`config.mk`:
```
export PLATFORM = sky130hd
export DESIGN_NAME = prog_mem_loader
export DESIGN_NICKNAME = d
export VERILOG_FILES = /design/src/rtl/prog_mem_loader_pkg.sv /design/src/rtl/mem_array_128x16.sv /design/src/rtl/prog_mem_loader.sv
export SDC_FILE = /design/constraint.sdc
export NUM_CORES = 2
export LEC_CHECK = 0
export ABC_AREA = 1
export ABC_CLOCK_PERIOD_IN_PS = 3400
export CELL_PAD_IN_SITES_DETAIL_PLACEMENT = 2
export CELL_PAD_IN_SITES_GLOBAL_PLACEMENT = 2
export CORE_UTILIZATION = 39
export DETAILED_ROUTE_END_ITERATION = 16
export PLACE_DENSITY = 0.88
export SYNTH_ARGS = -nofsm -noshare
export SYNTH_HDL_FRONTEND = slang
export SYNTH_SLANG_ARGS = --single-unit
```
`constraint.sdc`:
```
create_clock -name clk -period 3.4 [get_ports clk]
set_input_delay 0.85 -clock clk [delete_from_list [all_inputs] [get_ports clk]]
set_output_delay 0.85 -clock clk [all_outputs]
set_load 0.03 [all_outputs]
```
`src/rtl/prog_mem_loader_pkg.sv`:
```
// Shared definitions for the mproc program-memory loader.
// Contents:
//   PML_AW / PML_DW / PML_DEPTH : default geometry of the program store
//   COUNT_ZERO_MEANS            : word count implied by a count byte of zero
//   state_e                     : 3-bit loader FSM encoding (IDLE..ERR)
//   accepts_byte()              : states in which the loader takes host bytes
package prog_mem_loader_pkg;

   localparam int unsigned PML_AW           = 7;
   localparam int unsigned PML_DW           = 16;
   localparam int unsigned PML_DEPTH        = 128;
   localparam int unsigned COUNT_ZERO_MEANS = 128;

   typedef enum logic [2:0] {
      StIdle  = 3'd0,
      StCount = 3'd1,
      StHi    = 3'd2,
      StLo    = 3'd3,
      StChk   = 3'd4,
      StRun   = 3'd5,
      StErr   = 3'd6
   } state_e;

   function automatic logic accepts_byte(input state_e s);
      return (s == StCount) || (s == StHi) || (s == StLo) || (s == StChk);
   endfunction

endpackage

```
`src/rtl/mem_array_128x16.sv`:
```
// Program/data store: one registered write port, one combinational read port.
// Ports:
//   clk    : write clock
//   reset  : asynchronous active-low; clears every word to zero
//   we     : write enable
//   waddr  : write address
//   wdata  : write data
//   raddr  : read address
//   rdata  : read data, combinational from raddr
module mem_array_128x16 #(
   parameter int unsigned AW = 7,
   parameter int unsigned DW = 16
) (
   input  logic          clk,
   input  logic          reset,
   input  logic          we,
   input  logic [AW-1:0] waddr,
   input  logic [DW-1:0] wdata,
   input  logic [AW-1:0] raddr,
   output logic [DW-1:0] rdata
);

   localparam int unsigned Depth = 1 << AW;

   logic [DW-1:0] mem_q [Depth];

   always_ff @(posedge clk or negedge reset) begin
      if (!reset) begin
         for (int i = 0; i < Depth; i++) mem_q[i] <= '0;
      end else if (we) begin
         mem_q[waddr] <= wdata;
      end
   end

   assign rdata = mem_q[raddr];

endmodule

```
`src/rtl/prog_mem_loader.sv`:
```
// Memory-side responder for the 16-bit mproc bus with a byte-serial boot loader.
// Frame: count byte N (0 means 128), 2N data bytes high-first into words 0..N-1,
// then an XOR checksum of the data bytes. The processor is held in reset until a
// frame completes with a matching checksum.
// Ports:
//   clk, reset : clock and asynchronous active-low reset
//   cpu_addr   : processor address;  cpu_data : combinational read data
//   cpu_rst_n  : active-low processor reset, high only after a good load
//   ld_start   : begin/restart a load (wins over a same-edge byte)
//   ld_valid, ld_byte, ld_ready : host byte handshake
//   ld_done    : load finished OK;  ld_err : checksum mismatch
module prog_mem_loader
   import prog_mem_loader_pkg::*;
#(
   parameter int unsigned AW    = PML_AW,
   parameter int unsigned DW    = PML_DW,
   parameter int unsigned DEPTH = PML_DEPTH
) (
   input  logic          clk,
   input  logic          reset,
   input  logic [AW-1:0] cpu_addr,
   output logic [DW-1:0] cpu_data,
   output logic          cpu_rst_n,
   input  logic          ld_start,
   input  logic          ld_valid,
   input  logic [7:0]    ld_byte,
   output logic          ld_ready,
   output logic          ld_done,
   output logic          ld_err
);

   // One extra bit so a count of DEPTH compares without wrapping.
   localparam int unsigned CntW = AW + 1;

   state_e            state_q, state_d;
   logic [CntW-1:0]   wptr_q, wptr_d;
   logic [CntW-1:0]   cnt_q, cnt_d;
   logic [7:0]        chk_q, chk_d;
   logic [7:0]        hi_q, hi_d;
   logic              ready_q, ready_d;
   logic              rst_n_q, rst_n_d;
   logic              done_q, done_d;
   logic              err_q, err_d;
   logic              xfer;
   logic              mem_we;

   mem_array_128x16 #(
      .AW (AW),
      .DW (DW)
   ) u_mem (
      .clk   (clk),
      .reset (reset),
      .we    (mem_we),
      .waddr (wptr_q[AW-1:0]),
      .wdata ({hi_q, ld_byte}),
      .raddr (cpu_addr),
      .rdata (cpu_data)
   );

   // ready_q always mirrors accepts_byte(state_q), so this is the transfer strobe.
   assign xfer = ld_valid & ready_q;

   always_comb begin
      state_d = state_q;
      wptr_d  = wptr_q;
      cnt_d   = cnt_q;
      chk_d   = chk_q;
      hi_d    = hi_q;
      mem_we  = 1'b0;

      if (ld_start) begin
         state_d = StCount;
         wptr_d  = '0;
         chk_d   = '0;
      end else if (xfer) begin
         unique case (state_q)
            StCount: begin
               cnt_d   = (ld_byte == 8'h00) ? CntW'(COUNT_ZERO_MEANS) : CntW'(ld_byte);
               state_d = StHi;
            end
            StHi: begin
               hi_d    = ld_byte;
               chk_d   = chk_q ^ ld_byte;
               state_d = StLo;
            end
            StLo: begin
               mem_we  = 1'b1;
               chk_d   = chk_q ^ ld_byte;
               wptr_d  = wptr_q + CntW'(1);
               state_d = ((wptr_q + CntW'(1)) == cnt_q) ? StChk : StHi;
            end
            StChk: begin
               state_d = (ld_byte == chk_q) ? StRun : StErr;
            end
            default: ;
         endcase
      end

      // Status outputs lag the state by one edge; ld_start clears them at once.
      ready_d = accepts_byte(state_d);
      rst_n_d = !ld_start && (state_q == StRun);
      done_d  = !ld_start && (state_q == StRun);
      err_d   = !ld_start && (state_q == StErr);
   end

   always_ff @(posedge clk or negedge reset) begin
      if (!reset) begin
         state_q <= StIdle;
         wptr_q  <= '0;
         cnt_q   <= '0;
         chk_q   <= '0;
         hi_q    <= '0;
         ready_q <= 1'b0;
         rst_n_q <= 1'b0;
         done_q  <= 1'b0;
         err_q   <= 1'b0;
      end else begin
         state_q <= state_d;
         wptr_q  <= wptr_d;
         cnt_q   <= cnt_d;
         chk_q   <= chk_d;
         hi_q    <= hi_d;
         ready_q <= ready_d;
         rst_n_q <= rst_n_d;
         done_q  <= done_d;
         err_q   <= err_d;
      end
   end

   assign ld_ready  = ready_q;
   assign cpu_rst_n = rst_n_q;
   assign ld_done   = done_q;
   assign ld_err    = err_q;

endmodule

```
==> results of run 1 <==
-- metrics by stage --
step                      cells  utilization  setup slack (ns)  hold slack, ns
after floorplan           11300            -             0.176           0.448
after global placement    14000        0.424             -1.36           0.460
after detailed placement  14000        0.424             -1.35           0.470
after CTS                 14500        0.475            -0.575           0.486
-- logic make-up after synthesis --
family                   after synthesis  synth area share
AND/OR/NAND/NOR                     4423             0.188
AO/OA/AOI/OAI                       3604             0.200
flip-flops                          2086             0.560
buffers and inverters               1150            0.0494
multiplexers                          19           0.00229
XOR/XNOR                               5          0.000469
adder cells (fa/ha/maj)                1          0.000134
-- cells in the mapped netlist --
| cell | number |
|---|---|
| a21boi_0 | 1 |
| a21oi_1 | 1 |
| a221oi_1 | 1 |
| a31oi_1 | 1 |
| buf_1 | 31 |
| buf_2 | 172 |
| buf_4 | 9 |
| buf_6 | 5 |
| clkbuf_1 | 854 |
| clkinv_1 | 10 |
| dfrtp_1 | 2086 |
| ha_1 | 1 |
| inv_1 | 60 |
| inv_2 | 8 |
| inv_4 | 1 |
| mux2_2 | 19 |
| nand2_1 | 2737 |
| nand2_2 | 4 |
| nand2_4 | 11 |
| nand3_1 | 504 |
| nand3b_1 | 2 |
| nand4_1 | 23 |
| nor2_1 | 1123 |
| nor2_2 | 11 |
| nor2_4 | 1 |
| nor2_8 | 3 |
| nor3_1 | 1 |
| nor3_4 | 2 |
| nor4_1 | 1 |
| o21ai_0 | 2751 |
| o21ai_1 | 333 |
| o21bai_1 | 1 |
| o22ai_1 | 515 |
| xnor2_1 | 4 |
| xor2_1 | 1 |
-- layer usage --
metal  GRT overflow  global-route usage
met1              0               0.680
met2             12               0.842
met3              3               0.510
met4             20               0.706
met5              0               0.245
-- timing repair --
| item | in CTS |
|---|---|
| hold buffers | 1 |
| endpoints found under the setup margin | 16 |
| hold endpoints to repair | 25 |
| resized for setup | 630 |
| pin swaps | 99 |
| gates cloned | 43 |
| buffers inserted | 41 |
==> impl_metrics.env, run 1 <==
export IMPL_syn_area_per_cell_sq_um=8.26
export IMPL_root_buffer="clkbuf_16"
export IMPL_cts_sink_count=2086
export IMPL_clk_path_buf_depth=3
export IMPL_yosys_warnings=0
export IMPL_start_util=0.392
export IMPL_cts_inserted_buffers=221
export IMPL_grt_ovfl_total=35
export IMPL_endpoint_type="top-level output"
export IMPL_grt_use_total=0.680
export IMPL_stop_stage="5_1_grt"
export IMPL_syn_nets=11300
export IMPL_yosys_top_cells_area="dfrtp_1 (56%), o21ai_0 (15%), nand2_1 (11%)"
export IMPL_grt_max_degree=130
export IMPL_dp_hpwl_um=276000
export IMPL_ys_seq_area_frac=0.560
export IMPL_status="did not finish"
export IMPL_finalWeightedCongestion=0.874
export IMPL_die_width_um=491
export IMPL_die_y_um=491
export IMPL_boundaryPins=39
export IMPL_yosysTopAreaCell="dfrtp_1"
export IMPL_portBuffers=38
export IMPL_synth_cell_type_count=35
export IMPL_place_area_sq_mm=0.101
export IMPL_synth_area_sq_mm=0.0933
export IMPL_htreeDepth=4
export IMPL_grt_worst_endpoint="cpu_data[3]"
export IMPL_rows=179
export IMPL_ys_seq_elements=2086
export IMPL_synthCells=11300
export IMPL_synth_top_area_frac=0.560
export IMPL_error_line="[ERROR GRT-0232] Routing congestion too high. Check the congestion heatmap in the GUI."
==> inputs of run 2 (changes only) <==
- CELL_PAD_IN_SITES_DETAIL_PLACEMENT: 2 -> not set
- CELL_PAD_IN_SITES_GLOBAL_PLACEMENT: 2 -> not set
- CORE_UTILIZATION: 39 -> 40
- PLACE_DENSITY: 0.88 -> not set
- PLACE_DENSITY_LB_ADDON: not set -> 0.15
==> run 2 against run 1 <==
- the flow now finishes, with violations (setup timing)
- synthesized area stayed put
- synthesized cell count unchanged
==> impl_metrics.env, run 2 <==
export IMPL_status="complete, but fails checks"
export IMPL_violations="setup timing"
export IMPL_synth_area_sq_mm=0.0933
export IMPL_finalCritPeriodShare=1.10
export IMPL_start_util=0.404
export IMPL_finalHoldViolCount=0
export IMPL_endpoint_kind="primary output"
export IMPL_rsz0062_at_grt="yes"
export IMPL_syn_nets=11300
export IMPL_cts_sink_count=2086
export IMPL_start_kind="input port"
export IMPL_crit_required_ns=2.55
export IMPL_vias=83100
export IMPL_synthTopCellsByCount="o21ai_0 (2,751), nand2_1 (2,737), dfrtp_1 (2,086), nor2_1 (1,123), clkbuf_1 (854)"
export IMPL_ff2ff_setup_slack_ns=0.58
export IMPL_power_switching_uw=15900
export IMPL_syn_area_per_cell_sq_um=8.26
export IMPL_viasPerCell=5.75
export IMPL_ys_flop_type="dfrtp_1"
export IMPL_power_density_mw_per_mm2=506
export IMPL_holdPathEnd="u_mem.mem_q[1112]"
export IMPL_die_y_um=485
export IMPL_grt_pass1_wl_um=515000
export IMPL_fin_total_pwr_uw=57500
export IMPL_ys_seq_elements=2086
export IMPL_cp_arrival_ns=2.90
export IMPL_yosys_top_cells_area="dfrtp_1 (56%), o21ai_0 (15%), nand2_1 (11%)"
export IMPL_seq_power_share=0.437
export IMPL_largest_reg_flops=2048
export IMPL_critPathMaxFanout=18
export IMPL_grt_ovfl_total=0
export IMPL_slowest_stage="buf_16"
export IMPL_leakage_uw=0.0500
export IMPL_ff2ff_path_depth=6
export IMPL_critPathBufInv=7
export IMPL_fp_coreArea_sq_mm=0.231
export IMPL_syn_to_final_growth_pct=22.0
export IMPL_drc=0
export IMPL_drtPass1Iterations=6
export IMPL_cts_tree="built"
export IMPL_peakVddDrop_uv=396
export IMPL_clkTransAtPathRegs_ns=0.06
export IMPL_clock_skew_ns=0.0822
export IMPL_min_path_cells=2
export IMPL_post_drt_wl_per_cell_um=23.4
export IMPL_period_needed_ns=3.75
export IMPL_grt_max_degree=132
export IMPL_worst_slew_pin_transition_ns=1.01
export IMPL_final_common_cell="nand2_1"
export IMPL_fmax_ghz=0.267
export IMPL_hp_class="reg -> reg"
export IMPL_clkPwrFrac=0.435
export IMPL_drive_gt1_frac=0.138
export IMPL_rows=176
export IMPL_antenna_found_initial=9
export IMPL_grt_use_total=0.286
export IMPL_boundaryPins=39
export IMPL_switching_share=0.276
export IMPL_critPathMaxStageDelay_ns=0.17
export IMPL_yosysMostFrequentCell="o21ai_0"
export IMPL_whs_ns=0.478
export IMPL_r2r_start="wptr_q[3]"
export IMPL_max_cap_viol_count=0
export IMPL_setup_viol=16
export IMPL_grt_pass1_vias=79500
export IMPL_die_area_sq_mm=0.235
export IMPL_wirelength_um=338000
export IMPL_drv_slew=0
export IMPL_synth_top_area_frac=0.560
export IMPL_yosysTopAreaCell="dfrtp_1"
export IMPL_pwr_share_comb=0.129
export IMPL_die_width_um=485
export IMPL_r2r_end="u_mem.mem_q[1120]"
export IMPL_worstSkewPairLatency_ns=0.89
export IMPL_cp_startpoint="cpu_addr[1]"
export IMPL_path_delay_family="buffers and inverters"
export IMPL_async_flop_share=1.00
export IMPL_top_register="u_mem.mem_q"
export IMPL_portBuffers=38
export IMPL_nets=11300
export IMPL_ys_seq_area_frac=0.560
export IMPL_nFillCells=21600
export IMPL_cts_inserted_buffers=225
export IMPL_htreeDepth=4
export IMPL_yosys_warnings=0
export IMPL_finalWeightedCongestion=0.880
export IMPL_slew_headroom=0.326
export IMPL_pre_cts_slack_ns=-1.13
export IMPL_internal_power_uw=41600
export IMPL_synth_edff_count=0
export IMPL_drt_iter0_markers=9970
export IMPL_final_cell_mix="nand2_1 (2,718), o21ai_0 (2,678), dfrtp_1 (2,086)"
export IMPL_ant_nets=0
export IMPL_dp_hpwl_um=203000
export IMPL_fin_ws_ns=-0.349
export IMPL_min_delay_start="u_mem.mem_q[1112]"
export IMPL_synthCells=11300
export IMPL_root_buffer="clkbuf_16"
export IMPL_worstSetupPathType="in -> out"
export IMPL_clk_path_buf_depth=3
export IMPL_synth_cell_type_count=35
export IMPL_critical_path_cell_chain="buf_16, clkinv_16, buf_12, buf_16, buf_6, o21ai_0, o22ai_1, nand2_1, nand3_2, nand3_4, nand3_4, nand3_4, nand2_4, buf_12, buf_12"
run 2: cell counts after synthesis:
No cell type changed its count.
run 2: timing repair:
action / in CTS / in global routing
hold buffers: 1 / 0
cloned: 47 / 5
endpoints found under the setup margin: 16 / 16
setup buffers: 52 / 13
hold endpoints to repair: 45 / 0
pin swaps: 128 / 120
resized for setup: 536 / 201
run 2: through the flow:
step                setup TNS [ns]   util  area, sq um  std cells
floorplan                        0      -        93300      11300
global placement            -15.56  0.437       101000      13900
detailed placement          -15.18  0.437       101000      13900
CTS                          -4.53  0.489       113000      14400
global route                 -5.40  0.493       114000      14500
finish                       -5.13  0.493       114000      14500
run 2: cell type report:
type                       count  area, sq um  share of cell area
antenna                        4         10.0           0.0000880
clock buffer                 347         6820              0.0600
clock inverter                61          708             0.00622
inverter                      79          429             0.00377
multi-input combinational   8052        39200               0.344
sequential                  2086        52200               0.459
tap                         3026         3790              0.0333
timing repair buffer         791        10600              0.0930
timing repair inverter         4         76.3            0.000671
run 2: kinds of logic after synthesis:
family                     count (synthesis)  synth area share
AOI/OAI and AO/OA                       3604             0.200
xor gates and xnor gates                   5          0.000469
adders and majority gates                  1          0.000134
buffers and inverters                   1150            0.0494
DFF                                     2086             0.560
muxes                                     19           0.00229
and+or+nand+nor                         4423             0.188
run 2: how the worst max path moves through the flow:
stage                               to  depth (start not counted)  slack (ns)
after floorplan           cpu_data[15]                         13        0.18
after global placement    cpu_data[12]                         15       -1.19
after detailed placement  cpu_data[12]                         15       -1.13
after CTS                 cpu_data[12]                         15       -0.34
after global routing       cpu_data[3]                         15       -0.36
final                      cpu_data[9]                         15       -0.35
run 2: metal layers:
layer  share of wire  up-vias  track usage
li1                -    37900            -
met1            0.44    41300        0.407
met2            0.45     3351        0.438
met3           0.075      522       0.0442
met4           0.037        0        0.108
met5               0        -            0
run 2: power by group through the flow:
stage	clock network [uW]	registers, uW	logic (uW)
global placement	0	25600	6450
floorplan	0	25500	2880
detailed placement	0	25600	6490
CTS	25400	25100	7250
finish	25000	25100	7410
global route	26400	25100	7850
run 2: worst min-delay path, stage by stage (launching register included):
cell and delay (ns):
dfrtp_1 0.34, nand2_1 0.05, o21ai_0 0.06
(Power assumes the default switching activity.)
